**src/rtl/mult_div_unit.sv**
```systemverilog
// mult_div_unit: iterative radix-2 multiply/divide unit with HI/LO registers.
// Multiply is shift-add, divide is restoring; both run on operand magnitudes
// and apply the sign fix-up in the final state. A fixed N-cycle iteration
// phase plus one finish cycle gives N+1 cycles of busy.
// Optional macro MDU_ZERO_SKIP_EN: trivially-zero multiplies and
// divide-by-zero jump straight from IDLE to FIN (busy for one cycle).
module mult_div_unit #(
    parameter int N  = 32,
    parameter int CW = 6
) (
    input  logic          clock,
    input  logic          reset,
    input  logic          start,
    input  logic [1:0]    op,
    input  logic [N-1:0]  inA,
    input  logic [N-1:0]  inB,
    input  logic          hi_wen,
    input  logic          lo_wen,
    input  logic [N-1:0]  wd,
    output logic          busy,
    output logic          done,
    output logic          dbz,
    output logic [N-1:0]  hi,
    output logic [N-1:0]  lo
);

    typedef enum logic [1:0] {
        ST_IDLE = 2'd0,
        ST_RUN  = 2'd1,
        ST_FIN  = 2'd2
    } state_e;

    // Two's-complement negation of an N-bit value.
    function automatic logic [N-1:0] neg_n(input logic [N-1:0] x);
        return ~x + N'(1);
    endfunction

    // Two's-complement negation of a 2N-bit value.
    function automatic logic [2*N-1:0] neg_2n(input logic [2*N-1:0] x);
        return ~x + (2*N)'(1);
    endfunction

    // Magnitude of x when treated as signed, otherwise x itself.
    function automatic logic [N-1:0] abs_n(input logic [N-1:0] x, input logic sgn);
        if (sgn && x[N-1]) begin
            return neg_n(x);
        end else begin
            return x;
        end
    endfunction

    state_e          state_q, state_d;
    logic [CW-1:0]   cnt_q, cnt_d;
    logic            is_div_q, is_div_d;
    logic            neg_q, neg_d;          // product / quotient negated
    logic            neg_rem_q, neg_rem_d;  // remainder negated (dividend sign)
    logic            bzero_q, bzero_d;      // divisor was zero
    logic [N-1:0]    raw_a_q, raw_a_d;      // dividend as issued, for div-by-zero
    logic [N-1:0]    operand_q, operand_d;  // multiplicand or divisor magnitude
    logic [N-1:0]    acc_q, acc_d;          // product upper half / partial remainder
    logic [N-1:0]    work_lo_q, work_lo_d;  // multiplier -> product low / dividend -> quotient
    logic            busy_q, busy_d;
    logic            done_q, done_d;
    logic            dbz_q, dbz_d;
    logic [N-1:0]    hi_q, hi_d;
    logic [N-1:0]    lo_q, lo_d;

    logic            op_signed_s;
    logic [N-1:0]    mag_a_s, mag_b_s;
    logic [N:0]      mult_sum_s;
    logic [N:0]      rem_shift_s;
    logic [N-1:0]    div_diff_s;
    logic            div_ge_s;
    logic [2*N-1:0]  prod_s;

    // Operand magnitudes and the per-iteration datapath results.
    always_comb begin
        op_signed_s = ~op[0];
        mag_a_s     = abs_n(inA, op_signed_s);
        mag_b_s     = abs_n(inB, op_signed_s);
        mult_sum_s  = {1'b0, acc_q} + {1'b0, operand_q};
        rem_shift_s = {acc_q, work_lo_q[N-1]};
        div_diff_s  = rem_shift_s[N-1:0] - operand_q;
        div_ge_s    = (rem_shift_s >= {1'b0, operand_q});
        prod_s      = neg_q ? neg_2n({acc_q, work_lo_q}) : {acc_q, work_lo_q};
    end

    // Next-state logic: FSM sequencing, iteration step, result and HI/LO writes.
    always_comb begin
        state_d   = state_q;
        cnt_d     = cnt_q;
        is_div_d  = is_div_q;
        neg_d     = neg_q;
        neg_rem_d = neg_rem_q;
        bzero_d   = bzero_q;
        raw_a_d   = raw_a_q;
        operand_d = operand_q;
        acc_d     = acc_q;
        work_lo_d = work_lo_q;
        busy_d    = busy_q;
        done_d    = 1'b0;
        dbz_d     = dbz_q;
        hi_d      = hi_q;
        lo_d      = lo_q;

        case (state_q)
            ST_IDLE: begin
                if (start) begin
                    is_div_d  = op[1];
                    neg_d     = op_signed_s & (inA[N-1] ^ inB[N-1]);
                    neg_rem_d = op_signed_s & inA[N-1];
                    bzero_d   = (inB == '0);
                    raw_a_d   = inA;
                    operand_d = op[1] ? mag_b_s : mag_a_s;
                    acc_d     = '0;
                    work_lo_d = op[1] ? mag_a_s : mag_b_s;
                    cnt_d     = CW'(N - 1);
                    busy_d    = 1'b1;
                    state_d   = ST_RUN;
`ifdef MDU_ZERO_SKIP_EN
                    // Zero product or divide-by-zero: result is known now.
                    if ((!op[1] && (inA == '0 || inB == '0)) || (op[1] && inB == '0)) begin
                        work_lo_d = '0;
                        state_d   = ST_FIN;
                    end else begin
                        state_d   = ST_RUN;
                    end
`endif
                end else begin
                    // Direct MTHI/MTLO writes only when idle and no start.
                    if (hi_wen) begin
                        hi_d = wd;
                    end else begin
                        hi_d = hi_q;
                    end
                    if (lo_wen) begin
                        lo_d = wd;
                    end else begin
                        lo_d = lo_q;
                    end
                end
            end

            ST_RUN: begin
                if (is_div_q) begin
                    // Restoring divide: shift in next dividend bit, subtract if it fits.
                    acc_d     = div_ge_s ? div_diff_s : rem_shift_s[N-1:0];
                    work_lo_d = {work_lo_q[N-2:0], div_ge_s};
                end else begin
                    // Shift-add multiply: conditionally add, then shift right by one.
                    if (work_lo_q[0]) begin
                        acc_d     = mult_sum_s[N:1];
                        work_lo_d = {mult_sum_s[0], work_lo_q[N-1:1]};
                    end else begin
                        acc_d     = {1'b0, acc_q[N-1:1]};
                        work_lo_d = {acc_q[0], work_lo_q[N-1:1]};
                    end
                end
                cnt_d = cnt_q - CW'(1);
                if (cnt_q == '0) begin
                    state_d = ST_FIN;
                end else begin
                    state_d = ST_RUN;
                end
            end

            ST_FIN: begin
                if (is_div_q) begin
                    if (bzero_q) begin
                        lo_d  = '1;
                        hi_d  = raw_a_q;
                        dbz_d = 1'b1;
                    end else begin
                        lo_d  = neg_q ? neg_n(work_lo_q) : work_lo_q;
                        hi_d  = neg_rem_q ? neg_n(acc_q) : acc_q;
                        dbz_d = 1'b0;
                    end
                end else begin
                    hi_d  = prod_s[2*N-1:N];
                    lo_d  = prod_s[N-1:0];
                    dbz_d = 1'b0;
                end
                done_d  = 1'b1;
                busy_d  = 1'b0;
                state_d = ST_IDLE;
            end

            default: begin
                busy_d  = 1'b0;
                state_d = ST_IDLE;
            end
        endcase
    end

    // State and datapath registers with synchronous reset.
    always_ff @(posedge clock) begin
        if (reset) begin
            state_q   <= ST_IDLE;
            cnt_q     <= '0;
            is_div_q  <= 1'b0;
            neg_q     <= 1'b0;
            neg_rem_q <= 1'b0;
            bzero_q   <= 1'b0;
            raw_a_q   <= '0;
            operand_q <= '0;
            acc_q     <= '0;
            work_lo_q <= '0;
            busy_q    <= 1'b0;
            done_q    <= 1'b0;
            dbz_q     <= 1'b0;
            hi_q      <= '0;
            lo_q      <= '0;
        end else begin
            state_q   <= state_d;
            cnt_q     <= cnt_d;
            is_div_q  <= is_div_d;
            neg_q     <= neg_d;
            neg_rem_q <= neg_rem_d;
            bzero_q   <= bzero_d;
            raw_a_q   <= raw_a_d;
            operand_q <= operand_d;
            acc_q     <= acc_d;
            work_lo_q <= work_lo_d;
            busy_q    <= busy_d;
            done_q    <= done_d;
            dbz_q     <= dbz_d;
            hi_q      <= hi_d;
            lo_q      <= lo_d;
        end
    end

    assign busy = busy_q;
    assign done = done_q;
    assign dbz  = dbz_q;
    assign hi   = hi_q;
    assign lo   = lo_q;

endmodule

```
**config.mk**
```make
export PLATFORM = sky130hd
export DESIGN_NAME = mult_div_unit
export DESIGN_NICKNAME = d
export VERILOG_FILES = /design/src/rtl/mult_div_unit.sv
export SDC_FILE = /design/constraint.sdc
export NUM_CORES = 1
export LEC_CHECK = 0
export ABC_AREA = 1
export CAP_MARGIN = 20
export CORE_MARGIN = 2
export CORE_UTILIZATION = 40
export DETAILED_ROUTE_END_ITERATION = 8
export GPL_TIMING_DRIVEN = 0
export PLACE_DENSITY = 0.6
export SETUP_SLACK_MARGIN = 0.02
export SYNTH_ARGS = -nofsm -noshare
export SYNTH_HDL_FRONTEND = slang
export SYNTH_SLANG_ARGS = --single-unit
```
**constraint.sdc**
```tcl
create_clock -name clock -period 5.9 [get_ports clock]
set_input_delay 1.18 -clock clock [delete_from_list [all_inputs] [get_ports clock]]
set_output_delay 1.18 -clock clock [all_outputs]
set_load 0.02 [all_outputs]
```
==> metrics.md <==
| Metric | Value |
|---|---|
| Layout Nets | `3937` |
| Cell Pwr Density | `292 mW/mm^2` |
| Area after DPL | `0.0224 mm^2` |
| Int Power | `3.52 mW` |
| Cells after synthesis | `3565` |
| Fin. Hold Viols | `0` |
| Post-route cell area | `0.0233 mm^2` |
| Finish-stage setup viols | `0` |
| Clock transition at the registers of the reported paths | `60 ps` |
| DR iter-0 viols | `3253` |
| Die Y | `227 um` |
| R2R depth | `12` |
| Main flop type after synthesis | `dfxtp_1` |
| Vias | `25.3k` |
| Final slew viol count | `0` |
| Max_slew headroom | `25.7%` |
| Net Sw Frac | `48.1%` |
| WL final | `106 mm` |
| DR WL/cell | `23.9 um` |
| Tmin final | `3760 ps` |
| WHS Path Cells | `2` |
| Fillers | `5566` |
| Clock root cell | `clkbuf_16` |
| CP cell instances | `inv_2, clkbuf_1, ha_1, nand4_1, nor2_2, nand2_1, nor2_1, nor2_1, a21oi_1, o21ai_0, a21oi_1, a21oi_1` |
| Grt ovf | `0` |
| Required @ worst endpoint | `6360 ps` |
| H-tree levels | `1` |
| Sequential share of power | `26.6%` |
| Worst EP arrival | `4210 ps` |
| Synth Warn # | `0` |
| Syn_nets | `3739` |
| Routability cong. | `1.04` |
| Status | `finished, final reports clean` |
| Initial antenna violation count | `2` |
| Hold_buf cts | `0` |
| Syn avg cell area | `5.56 um^2` |
| Critical path capture point type | `register` |
| Clock buffer depth | `3` |
| CP max FO | `10` |
| Vias in the first global route | `22.7k` |
| TritonCTS clock tree | `built` |
| Die area | `0.0513 mm^2` |
| Crit Reg-Reg Startpoint | `work_lo_q[0]` |
| Area delta synth->final | `17.5%` |
| Core area | `0.0490 mm^2` |
| Most frequent cells in the layout | `nand2_1, inv_1, a21oi_1` |
| Clock Power Share | `25.4%` |
| Hold Path Class | `reg -> reg` |
| First-pass GRT wire length | `151 mm` |
| Post-synthesis cell area | `0.0198 mm^2` |
| Asr flop ratio synth | `0%` |
| Critical setup path kind | `reg -> reg` |
| P_leak | `11.3 nW` |
| Fin crit share | `63.7%` |
| Clk_skew | `25.5 ps` |
| Unique masters post-synth | `54` |
| Clk_lat worst skew | `580 ps` |
| Setup Fix Bufs, Post-CTS | `0` |
| Starting density of the core | `40.5%` |
| Crit path top cell by count | `a21oi_1` |
| CTS resizes | `0` |
| Die W | `227 um` |
| PortBufs | `168` |
| Combinational Power Share | `47.9%` |
| Switch Pwr | `3.26 mW` |
| Pre-antenna DRT Iters | `6` |
| Hold path startpoint | `dbz` |
| Row cnt | `81` |
| Detail Route Antenna Nets | `0` |
| # Max-Cap Violations | `0` |
| CP max stage delay | `800 ps` |
| Cts bufs inserted | `27` |
| Commonest non-fill, non-tap cell in the layout | `nand2_1` |
| Vias/cell | `5.67` |
| Hpwl dp | `88.4 mm` |
| RSZ-0062 raised after global routing | `false` |
| Share of cells above drive strength 1 | `4.28%` |
| CP Launch Point | `work_lo_q[0]` |
| Slowest CP cell | `clkbuf_1` |
| Count of flip-flops with a built-in enable after synthesis | `0` |
| Largest net degree at the start of global routing | `15` |
| Synth Register Bits | `207` |
| Worst-Margin Slew | `1110 ps` |
| Clock sink count | `207` |
| Gr usage total | `40.5%` |
| Max Freq | `266 MHz` |
| Drt drc | `0` |
| Peak supply drop | `0.249 mV` |
| Sequential area share after synthesis | `20.9%` |
| Startpoint Class | `register` |
| Setup TNS | `0 ps` |
| I/O pin count | `170` |
stage by stage:
| stage | setup WS, ps | power, mW | util [%] | cells | hold slack (ps) |
|---|---|---|---|---|---|
| after floorplan | 3270 | 3.71 | - | 3565 | 430 |
| after global placement | 2020 | 4.96 | 45.6 | 4397 | 446 |
| after detailed placement | 2050 | 4.95 | 45.7 | 4398 | 453 |
| after CTS | 2420 | 6.65 | 47.5 | 4448 | 474 |
| after global routing | 2180 | 7.10 | 47.5 | 4448 | 494 |
| final | 2140 | 6.79 | 47.5 | 4450 | 471 |
Yosys cell counts, types with 6 or more instances:
master	instances	area, um^2
nor2_1	325	1220
nand2_1	1076	4040
o2111ai_1	6	52.6
nand2_2	6	37.5
buf_1	15	56.3
a22oi_1	7	52.6
nand3_1	285	1430
xnor2_1	6	52.6
a21oi_1	326	1630
o221a_2	6	67.6
nand4_1	54	338
inv_1	486	1820
o211ai_1	24	180
inv_2	16	60.1
nand3b_1	22	165
o21ai_0	269	1350
buf_2	27	135
dfxtp_1	207	4140
xor2_1	64	561
o21ai_2	6	52.6
o21ai_1	10	50.1
nor3_1	30	150
a31oi_1	26	163
nor2_2	18	113
or2_2	14	87.6
ha_1	69	863
o21bai_1	8	60.1
clkbuf_1	99	372
layer usage:
metal	up-vias	part of all wire [%]	global-route usage (%)
met1	11611	43	56.3
met4	0	4.6	16.4
met2	1454	41	60.4
met3	253	11	9.15
met5	-	0	0
li1	11932	-	-
state kept, by name, summed over array words and instances, names as in the netlist, 2 cells and up:
| signal | count |
|---|---|
| hi | 32 |
| state_q | 2 |
| acc_q | 32 |
| work_lo_q | 32 |
| lo | 32 |
| cnt_q | 6 |
| raw_a_q | 32 |
| operand_q | 32 |
cell type report:
type / instances / area (um^2) / area share, %
diodes: 2 / 5.00 / 0.0215
multi-input cells: 2704 / 13100 / 56.5
clock inverters: 16 / 175 / 0.753
flip-flops and latches: 207 / 4140 / 17.8
plain buffers: 148 / 631 / 2.71
well taps: 664 / 831 / 3.57
repair buffers: 169 / 1710 / 7.34
clock buffers: 34 / 742 / 3.19
inverters: 506 / 1900 / 8.16
power by group through the flow:
stage / combinational (mW) / sequential [mW] / clock [mW]
detailed placement: 3.13 / 1.81 / 0
floorplan: 1.96 / 1.75 / 0
global route: 3.52 / 1.80 / 1.77
global placement: 3.14 / 1.82 / 0
CTS: 3.15 / 1.78 / 1.72
finish: 3.25 / 1.81 / 1.73
critical path: cells and delay by family (launching register included):
| family | cells | cell delay (ps) |
|---|---|---|
| AND/OR/NAND/NOR | 5 | 1140 |
| buffers and inverters | 2 | 1010 |
| AO/OA/AOI/OAI | 4 | 750 |
| adder cells (fa/ha/maj) | 1 | 400 |
| flip-flops | 1 | 320 |
path summary, 6_finish.rpt:
path | to | slack, ps
setup reg to reg | lo[28] | 2140
setup / recovery | lo[28] | 2140
hold reg to reg | dbz | 470
hold / removal | dbz | 470
cell families (layout without fill, tap and decap cells):
| logic type | Yosys count | after routing | synth area share, % |
|---|---|---|---|
| other cells | 0 | 2 | 0 |
| simple gates | 1852 | 1852 | 39.3 |
| buf+inv | 654 | 873 | 12.8 |
| xor+xnor | 70 | 70 | 3.09 |
| fa+ha+maj | 71 | 71 | 4.56 |
| compound gates | 711 | 711 | 19.4 |
| flops | 207 | 207 | 20.9 |
Note: power is estimated with default switching activity, not from simulation.
